[src/rtl/serial_addsub.sv]
// Bit-serial adder/subtractor: operands are loaded in parallel, one full-add/subtract cell
// consumes them LSB-first, and the result is presented in parallel with a one-cycle done pulse.
module serial_addsub #(
  parameter int WIDTH = 8
) (
  input  logic             clk,
  input  logic             rst,
  input  logic             start,
  input  logic             mode,
  input  logic [WIDTH-1:0] a,
  input  logic [WIDTH-1:0] b,
  output logic             busy,
  output logic             done,
  output logic [WIDTH-1:0] result,
  output logic             cout
);

  localparam int CW = (WIDTH > 1) ? $clog2(WIDTH) : 1;

  typedef enum logic [1:0] {
    S_IDLE = 2'd0,
    S_RUN  = 2'd1,
    S_DONE = 2'd2
  } state_t;

  state_t           state_q;
  logic [WIDTH-1:0] a_sh_q;
  logic [WIDTH-1:0] b_sh_q;
  logic [WIDTH-1:0] res_sh_q;
  logic             mode_q;
  logic             c_q;
  logic [CW-1:0]    cnt_q;
  logic             busy_q;
  logic             done_q;
  logic [WIDTH-1:0] result_q;
  logic             cout_q;

  logic             bit_s;
  logic             c_d;
  logic [WIDTH:0]   res_wide_s;
  logic [WIDTH-1:0] res_sh_d;
  logic             last_s;

  // One-bit full-adder / full-subtractor cell and the next result-shift value
  always_comb begin
    bit_s = a_sh_q[0] ^ b_sh_q[0] ^ c_q;
    if (mode_q) begin
      c_d = (~a_sh_q[0] & b_sh_q[0]) | (c_q & ~(a_sh_q[0] ^ b_sh_q[0]));
    end else begin
      c_d = (a_sh_q[0] & b_sh_q[0]) | (c_q & (a_sh_q[0] ^ b_sh_q[0]));
    end
    // Widened concatenation keeps the MSB-side insert legal for WIDTH=1
    res_wide_s = {bit_s, res_sh_q};
    res_sh_d   = res_wide_s[WIDTH:1];
    last_s     = (cnt_q == CW'(WIDTH - 1));
  end

  // Control FSM, datapath shift registers and registered outputs
  always_ff @(posedge clk) begin
    if (rst) begin
      state_q  <= S_IDLE;
      a_sh_q   <= '0;
      b_sh_q   <= '0;
      res_sh_q <= '0;
      mode_q   <= 1'b0;
      c_q      <= 1'b0;
      cnt_q    <= '0;
      busy_q   <= 1'b0;
      done_q   <= 1'b0;
      result_q <= '0;
      cout_q   <= 1'b0;
    end else begin
      case (state_q)
        S_IDLE, S_DONE: begin
          done_q <= 1'b0;
          if (start) begin
            a_sh_q  <= a;
            b_sh_q  <= b;
            mode_q  <= mode;
            c_q     <= 1'b0;
            cnt_q   <= '0;
            busy_q  <= 1'b1;
            state_q <= S_RUN;
          end else begin
            busy_q  <= 1'b0;
            state_q <= S_IDLE;
          end
        end
        S_RUN: begin
          a_sh_q   <= a_sh_q >> 1'b1;
          b_sh_q   <= b_sh_q >> 1'b1;
          res_sh_q <= res_sh_d;
          c_q      <= c_d;
          cnt_q    <= cnt_q + CW'(1);
          if (last_s) begin
            busy_q   <= 1'b0;
            done_q   <= 1'b1;
            result_q <= res_sh_d;
            cout_q   <= c_d;
            state_q  <= S_DONE;
          end else begin
            busy_q  <= 1'b1;
            done_q  <= 1'b0;
            state_q <= S_RUN;
          end
        end
        default: begin
          busy_q  <= 1'b0;
          done_q  <= 1'b0;
          state_q <= S_IDLE;
        end
      endcase
    end
  end

  assign busy   = busy_q;
  assign done   = done_q;
  assign result = result_q;
  assign cout   = cout_q;

endmodule
[config.mk]
export PLATFORM = sky130hd
export DESIGN_NAME = serial_addsub
export DESIGN_NICKNAME = d
export VERILOG_FILES = /design/src/rtl/serial_addsub.sv
export SDC_FILE = /design/constraint.sdc
export NUM_CORES = 1
export LEC_CHECK = 0
export CAP_MARGIN = 20
export CORE_MARGIN = 1
export CORE_UTILIZATION = 52
export CTS_CLUSTER_SIZE = 40
export DETAILED_ROUTE_END_ITERATION = 10
export PLACE_DENSITY = 0.84
export SLEW_MARGIN = 10
export SYNTH_ARGS = -nofsm -noshare
export SYNTH_HDL_FRONTEND = slang
export SYNTH_SLANG_ARGS = --single-unit
[constraint.sdc]
create_clock -name clk -period 1.87 [get_ports clk]
set_clock_uncertainty 0.15 [all_clocks]
set_input_delay 0.561 -clock clk [delete_from_list [all_inputs] [get_ports clk]]
set_output_delay 0.561 -clock clk [all_outputs]
set_load 0.1 [all_outputs]
# [Word-level counts from Yosys, hierarchy flattened]
# Index checks and enable logic that the tools add are counted.
[word_totals] in_bits=20 regBits=42
[op_classes] addsub=1 bitwise=11 eq_ne=4 mux=16 reduce_logical=7
[op_table] op="one-hot mux 8 bit (2 select lines)" count=2
[op_table] op="two-way mux 8 bit" count=2
[op_table] op="two-way mux 1 bit" count=6
[op_table] op="one-hot mux 3 bit (2 select lines)" count=1
[op_table] op="AND reduction 2 bit" count=3
[op_table] op="AND 1 bit" count=4
[op_table] op="one-hot mux 1 bit (2 select lines)" count=2
[op_table] op="one-hot mux 2 bit (2 select lines)" count=1
[op_table] op="OR reduction 2 bit" count=2
[op_table] op="adder 3 x 1 -> 3 bit (second input constant)" count=1
[op_table] op="== test 3 bit (second input constant)" count=1
[op_table] op="two-way mux 3 bit" count=1
[op_table] op="NOT 1 bit" count=3
[op_table] op="== test 2 x 1 -> 1 bit (second input constant)" count=1
[op_table] op="== test 2 bit (second input constant)" count=1
[op_table] op="zero test 2 bit" count=1
[op_table] op="two-way mux 2 bit" count=1
[op_table] op="inequality test 2 bit (second input constant)" count=1
[op_table] op="bitwise OR 1 bit" count=2
[op_table] op="nonzero test 2 bit" count=1
[op_table] op="bitwise XOR 1 bit" count=2

# [Longest topological paths before layout]
# Gate-level depths: netlist of the first run.
[logic_depth] depth_word=6 depth_mapped=6 ltp_nobuf=5

# [Worst setup path after synthesis of the first run]
# Ideal clock, no wire load.
[synth_timing] kind="register to register" start="reg state_q[0]" end="reg a_sh_q[7]" setup_time_ps=135 path_stages_with_launch=6 synth_period_minus_slack_ps=1906 path_buffers=2 arrival_time_ps=1621 setup_slack_ps=-36 path_cell_list="dfxtp_1 -> nand2b_1 -> buf_4 -> buf_4 -> nand3_1 -> a21oi_2"
[synth_between] elab_chain_len=4 word_cells_on_any_way=8 classes_between="eq/ne (3); mux (1); reduce/logical (4)"
[synth_lines] item="start, declared" line_no="26" text="state_t state_q;"
[synth_lines] item="start signal, assigned" line_no="61" text="state_q <= S_IDLE;"
[synth_lines] item="start signal, assigned" line_no="83" text="state_q <= S_RUN;"
[synth_lines] item="start signal, assigned" line_no="86" text="state_q <= S_IDLE;"
[synth_lines] item="== test 2 bit / zero test 2 bit (equally long branches)" line_no="73" text="case (state_q)"
[synth_lines] item="OR reduction 2 bit" line_no="73"
[synth_lines] item="inequality test 2 bit (no line) / nonzero test 2 bit (equally long branches)"
[synth_lines] item="AND reduction 2 bit (no line)"
[synth_lines] item="end signal, assigned" line_no="90" text="a_sh_q <= a_sh_q >> 1'b1;"
[synth_lines] item="end, declared" line_no="27" text="logic [WIDTH-1:0] a_sh_q;"
# Parallel ways exist; a longest one is shown, timed or not.
# A chain may end at the register's enable or synchronous reset.

# [Final worst setup path of the first run]
[layout_timing] start="reg cnt_q[0]" end="reg cout_q (netlist: cout)"
[layout_between] elab_chain_len=2
[layout_lines] item="start, declared" line_no="32" text="logic [CW-1:0] cnt_q;"
[layout_lines] item="start signal, assigned" line_no="94" text="cnt_q <= cnt_q + CW'(1);"
[layout_lines] item="== test 3 bit" line_no="55" text="last_s = (cnt_q == CW'(WIDTH - 1));"
[layout_lines] item="named net last_s" line_no="42" text="logic last_s;"
[layout_lines] item="AND reduction 2 bit (no line)"
[layout_lines] item="end signal, assigned" line_no="71" text="cout_q <= 1'b0;"
[layout_lines] item="end signal, assigned" line_no="99" text="cout_q <= c_d;"
[layout_lines] item="end, declared" line_no="36" text="logic cout_q;"
# The timed path passes the listed nets, and every way through them passes these cells.

==> results of run 1 <==
-- Yosys cell counts --
library cell / instances / area, um^2
buf_2: 3 / 15.0
buf_12: 1 / 20.0
buf_6: 3 / 33.8
buf_1: 2 / 7.51
nand3b_1: 1 / 7.51
ha_1: 2 / 25.0
and2b_1: 1 / 7.51
nor3_1: 4 / 20.0
dfxtp_1: 40 / 801
nand3_1: 6 / 30.0
a21oi_1: 12 / 60.1
a21oi_2: 11 / 96.3
nor3_2: 24 / 240
buf_8: 1 / 15.0
o21a_1: 1 / 7.51
buf_4: 5 / 37.5
a311oi_1: 1 / 8.76
nand2b_1: 2 / 12.5
fa_1: 2 / 40.0
clkbuf_1: 2 / 7.51
o22ai_1: 14 / 87.6
inv_1: 2 / 7.51
nor2_1: 3 / 11.3
nand2_1: 28 / 105
nand2b_4: 1 / 13.8
nor2b_1: 3 / 18.8
nand3_2: 8 / 80.1
o21ai_1: 1 / 5.00
-- final cells by class --
cell class,instances,share of cell area [%]
multi-input combinational,125,38.2
sequential,40,35.0
timing repair buffer,36,21.3
tap,46,2.51
clock buffer,6,2.24
clock inverter,2,0.436
inverter,2,0.327
-- power by group --
| part | internal, mW | total (mW) | switching, mW |
|---|---|---|---|
| clock network | 0.179 | 0.456 | 0.277 |
| logic | 0.136 | 0.295 | 0.159 |
| registers | 0.895 | 0.930 | 0.0349 |
-- metrics by stage --
step,instance area [um^2],utilization [%],hold WS [ns]
after floorplan,1820,-,0.289
after global placement,2230,66.9,0.303
after detailed placement,2230,66.9,0.311
after CTS,2290,68.7,0.324
after global routing,2290,68.7,0.348
final,2290,68.7,0.324
-- state kept, by name, summed over array words and instances (netlist names) --
register	count
a_sh_q	8
b_sh_q	8
result	8
res_sh_q	7
cnt_q	3
state_q	2
c_q	1
cout	1
done	1
mode_q	1
-- kinds of logic after synthesis --
| group | Yosys count | share of synthesized area [%] |
|---|---|---|
| AOI/OAI and AO/OA | 40 | 14.6 |
| adders and majority gates | 4 | 3.57 |
| buffers and inverters | 19 | 7.90 |
| DFF | 40 | 44.0 |
| and+or+nand+nor | 81 | 30.0 |
-- critical path: cells and delay by family, from the launching register on --
| kind | cells | cell delay (ns) |
|---|---|---|
| and+or+nand+nor | 3 | 0.75 |
| DFF | 1 | 0.38 |
| adders and majority gates | 2 | 0.32 |
-- layer usage --
| metal | part of all wire [%] | vias to the layer above | GRT usage, % |
|---|---|---|---|
| met5 | 0 | - | 0 |
| met4 | 2.3 | 0 | 9.09 |
| met3 | 4.0 | 8 | 5.88 |
| met1 | 42 | 670 | 24.6 |
| li1 | - | 690 | - |
| met2 | 51 | 26 | 37.1 |
-- how the worst max path moves through the flow --
stage	to	slack, ns
after floorplan	cout	0.23
after global placement	mode_q	-0.02
after detailed placement	b_sh_q[3]	-0.13
after CTS	busy	0.15
after global routing	cout	0.05
final	cout	0.18
==> metrics.yaml, run 1 <==
min_path:
  min_from: "res_sh_q[1]"
  hold_depth: 2
  worstHoldPathType: "reg2reg"
  whs_endpoint: "result[0]"
setup_path:
  crit_path_start_kind: "flop"
  rrSetupSlack_ns: 0.18
  cpMaxStageDelayCell: "dfxtp_1"
  cp.required_ns: 1.97
  slowest_delay_ns: 0.38
  worstReg2RegEnd: "cout"
  crit_path_cell_trace: "ha_1 > ha_1 > nand3b_1 > nor3_1 > nor3_1"
  crit_fanout: 11
  crit_arrival_ns: 1.79
  r2r_cells: 5
  crit_start: "cnt_q[0]"
  setup.worst_path.end_class: "flop"
  worstReg2RegStart: "cnt_q[0]"
  crit_type: "reg2reg"
timing:
  fmax_mhz: 590
  setup_viol: 0
  hold_viol_final: 0
  maxSlewViolCount: 0
  period_needed_ns: 1.69
  post-route-period-util_pct: 90.6
  slew_headroom_pct: 56.6
  setup_ws_ns: 0.176
  worstMarginPinSlew_ns: 0.651
  fin_setup_tns_ns: 0
  rsz0062_at_grt: "false"
placed_design:
  gp_congestion: 0.743
  dpl.hpwl_um: 2520
  io_buffers: 30
  place_ws_ns: -0.135
  place_inst: 249
final_layout:
  seqCellArea_um2: 802
  mostFrequentLayoutCell: "dfxtp_1"
  stdcell_count: 257
  area_delta_synth_final_pct: 25.9
  antennaDiodeCount: 0
  final_cell_mix: "dfxtp_1, nand2_1, nor3_2"
  nFillCells: 269
  multi_input_area_um2: 877
  drive_gt1_share_pct: 33.6
  fin_nets: 234
cts:
  cts_tree: "built"
  htree_levels: 2
  clk_pin_slew_ns: 0.11
  hold_buffers: 0
  clock_latency_ns: 0.35
  clockRootBuffer: "clkbuf_4"
  cts-resized-gates: 0
  clockBufferDepth: 2
  clkSinkCount: 40
  postCtsSetupBuffers: 0
  cts_buffers: 5
synth:
  ys_ff_latch: 40
  synth-seq-area-share_pct: 44.0
  syn_area_per_cell_um2: 9.90
  synthDistinctLibCells: 28
  syn_nets: 208
  ys_warn_count: 0
  synthCells: 184
  synthesis.area_mm2: 0.00182
job:
  drv_cap: 0
drt:
  dr_total_vias: 1394
  first_iter_violations: 56
  drt_wl_total_um: 3620
  drt_pass1_iterations: 4
  drc: 0
  postRouteAntennaNets: 0
  wl_per_cell_um: 14.1
  via_per_inst: 5.42
floorplan:
  core_area_mm2: 0.00334
  start_util_pct: 54.6
  io_pins: 31
  die_h_um: 61.2
  fp-row-count: 21
  die-area_mm2: 0.00374
  die_w_um: 61.2
grt:
  grt_usage_pct: 21.3
  grt-ovfl-total: 0
  antenna_found_initial: 0
  grt_max_degree: 41
  grt_pass1_wl_um: 5790
  grt_pass1_vias: 1331
pwr:
  leakagePower_nw: 0.782
  p_total_mw: 1.68
  power.density_mw_per_mm2: 733
  ir_drop_v: 0.000481
outcome:
  run_status: "completed"
(Power assumes the default switching activity.)
==> run 2: changes to the inputs <==
Settings changed: CORE_UTILIZATION 52 to 30, PLACE_DENSITY 0.84 to 0.55.
==> metrics.yaml, run 2 (same netlist as run 1, synthesis figures left out) <==
cts:
  hold_buffers: 0
  clkSinkCount: 40
  clk_pin_slew_ns: 0.07
  clockBufferDepth: 2
  cts-resized-gates: 0
  clock_latency_ns: 0.29
  postCtsSetupBuffers: 0
  clockRootBuffer: "clkbuf_8"
  cts_buffers: 5
  htree_levels: 2
  cts_tree: "built"
setup_path:
  crit_fanout: 16
  crit_type: "in2reg"
  crit_path_cell_trace: "clkdlybuf4s50_1 > nor2b_1 > buf_12 > nand2_1 > a21oi_2"
  setup.worst_path.end_class: "flop"
  slowest_delay_ns: 0.51
  crit_family: "buffers and inverters"
  cpMaxStageDelayCell: "clkdlybuf4s50_1"
  crit_arrival_ns: 1.69
  crit_path_start_kind: "primary input"
  path_buf_inv: 2
  cp.required_ns: 1.95
floorplan:
  fp-row-count: 28
  io_pins: 31
  die_w_um: 79.9
  die_h_um: 79.9
  start_util_pct: 31.0
  die-area_mm2: 0.00639
  core_area_mm2: 0.00589
timing:
  setup_viol: 0
  worstMarginPinSlew_ns: 0.268
  hold_viol_final: 0
  fmax_mhz: 619
  period_needed_ns: 1.62
  slew_headroom_pct: 82.1
  post-route-period-util_pct: 86.4
  maxSlewViolCount: 0
  rsz0062_at_grt: "false"
final_layout:
  final_core_util_pct: 40.7
  area_delta_synth_final_pct: 31.6
  antennaDiodeCount: 0
  fin_nets: 236
  stdcell_count: 288
  mostFrequentLayoutCell: "dfxtp_1"
  drive_gt1_share_pct: 34.3
  final_cell_mix: "dfxtp_1, nand2_1, nor3_2"
grt:
  antenna_found_initial: 0
  grt_max_degree: 41
  grt_usage_pct: 12.7
  grt_pass1_vias: 1298
  grt-ovfl-total: 0
  grt_pass1_wl_um: 6130
min_path:
  worstHoldPathType: "reg2reg"
placed_design:
  io_buffers: 30
  dpl.hpwl_um: 2280
  gp_congestion: 0.724
  place_inst: 280
drt:
  drc: 0
  drt_wl_total_um: 3610
  drt_pass1_iterations: 3
  dr_total_vias: 1348
  postRouteAntennaNets: 0
  first_iter_violations: 89
  via_per_inst: 4.68
  wl_per_cell_um: 12.5
pwr:
  power.density_mw_per_mm2: 829
  leakagePower_nw: 0.813
  ir_drop_v: 0.000336
  p_total_mw: 1.99
outcome:
  run_status: "completed"
job:
  drv_cap: 0
[run 2: cell count changes in the layout (fill, tap and decap cells not counted)]
cell,before,now
bufinv_16,0,1
buf_4,3,6
clkbuf_4,5,0
buf_12,14,13
clkinv_2,2,0
clkbuf_8,1,7
[run 2: final cells by class]
class / count / area, um^2
sequential: 40 / 802
clock inverter: 1 / 30.0
tap: 75 / 93.8
multi-input combinational: 125 / 877
fill: 598 / 3490
clock buffer: 7 / 96.3
inverter: 2 / 7.51
timing repair buffer: 38 / 490
[run 2: layer usage]
metal / wire length [um] / global-route usage, % / share of wire (%)
met1: 1830 / 16.4 / 51
met2: 1580 / 19.1 / 44
met3: 129 / 4.00 / 3.6
met4: 72 / 5.89 / 2.0
met5: 0 / 0 / 0
[run 2: final timing paths]
kind	to	depth (start not counted)	start	slack, ns
worst max-delay path	mode_q	5	start	0.25
worst min-delay path	result[0]	2	res_sh_q[1]	0.31
worst max register to register	result[1]	6	cnt_q[0]	0.40
worst min register to register	result[0]	2	res_sh_q[1]	0.31
[run 2: stage by stage]
step | setup slack, ns | hold WS (ns) | TNS, ns | cell area (um^2)
3_3_place_gp | -0.0311 | 0.296 | -0.208 | 2270
6_report | 0.254 | 0.312 | 0 | 2400
3_5_place_dp | -0.0501 | 0.305 | -0.462 | 2270
4_1_cts | 0.235 | 0.315 | 0 | 2400
2_1_floorplan | 0.234 | 0.289 | 0 | 1820
5_1_grt | 0.185 | 0.341 | 0 | 2400
[run 2: worst reg2reg max path, delay by kind of cell (launching register included)]
| kind | cells | cell delay (ns) |
|---|---|---|
| and+or+nand+nor | 2 | 0.21 |
| buffers and inverters | 1 | 0.20 |
| adders and majority gates | 2 | 0.40 |
| DFF | 1 | 0.33 |
| AOI/OAI and AO/OA | 1 | 0.12 |
[run 2: report_power, final]
part,switching (mW),internal [mW]
sequential,0.0333,0.895
clock,0.295,0.471
combinational,0.159,0.134
total,0.487,1.50
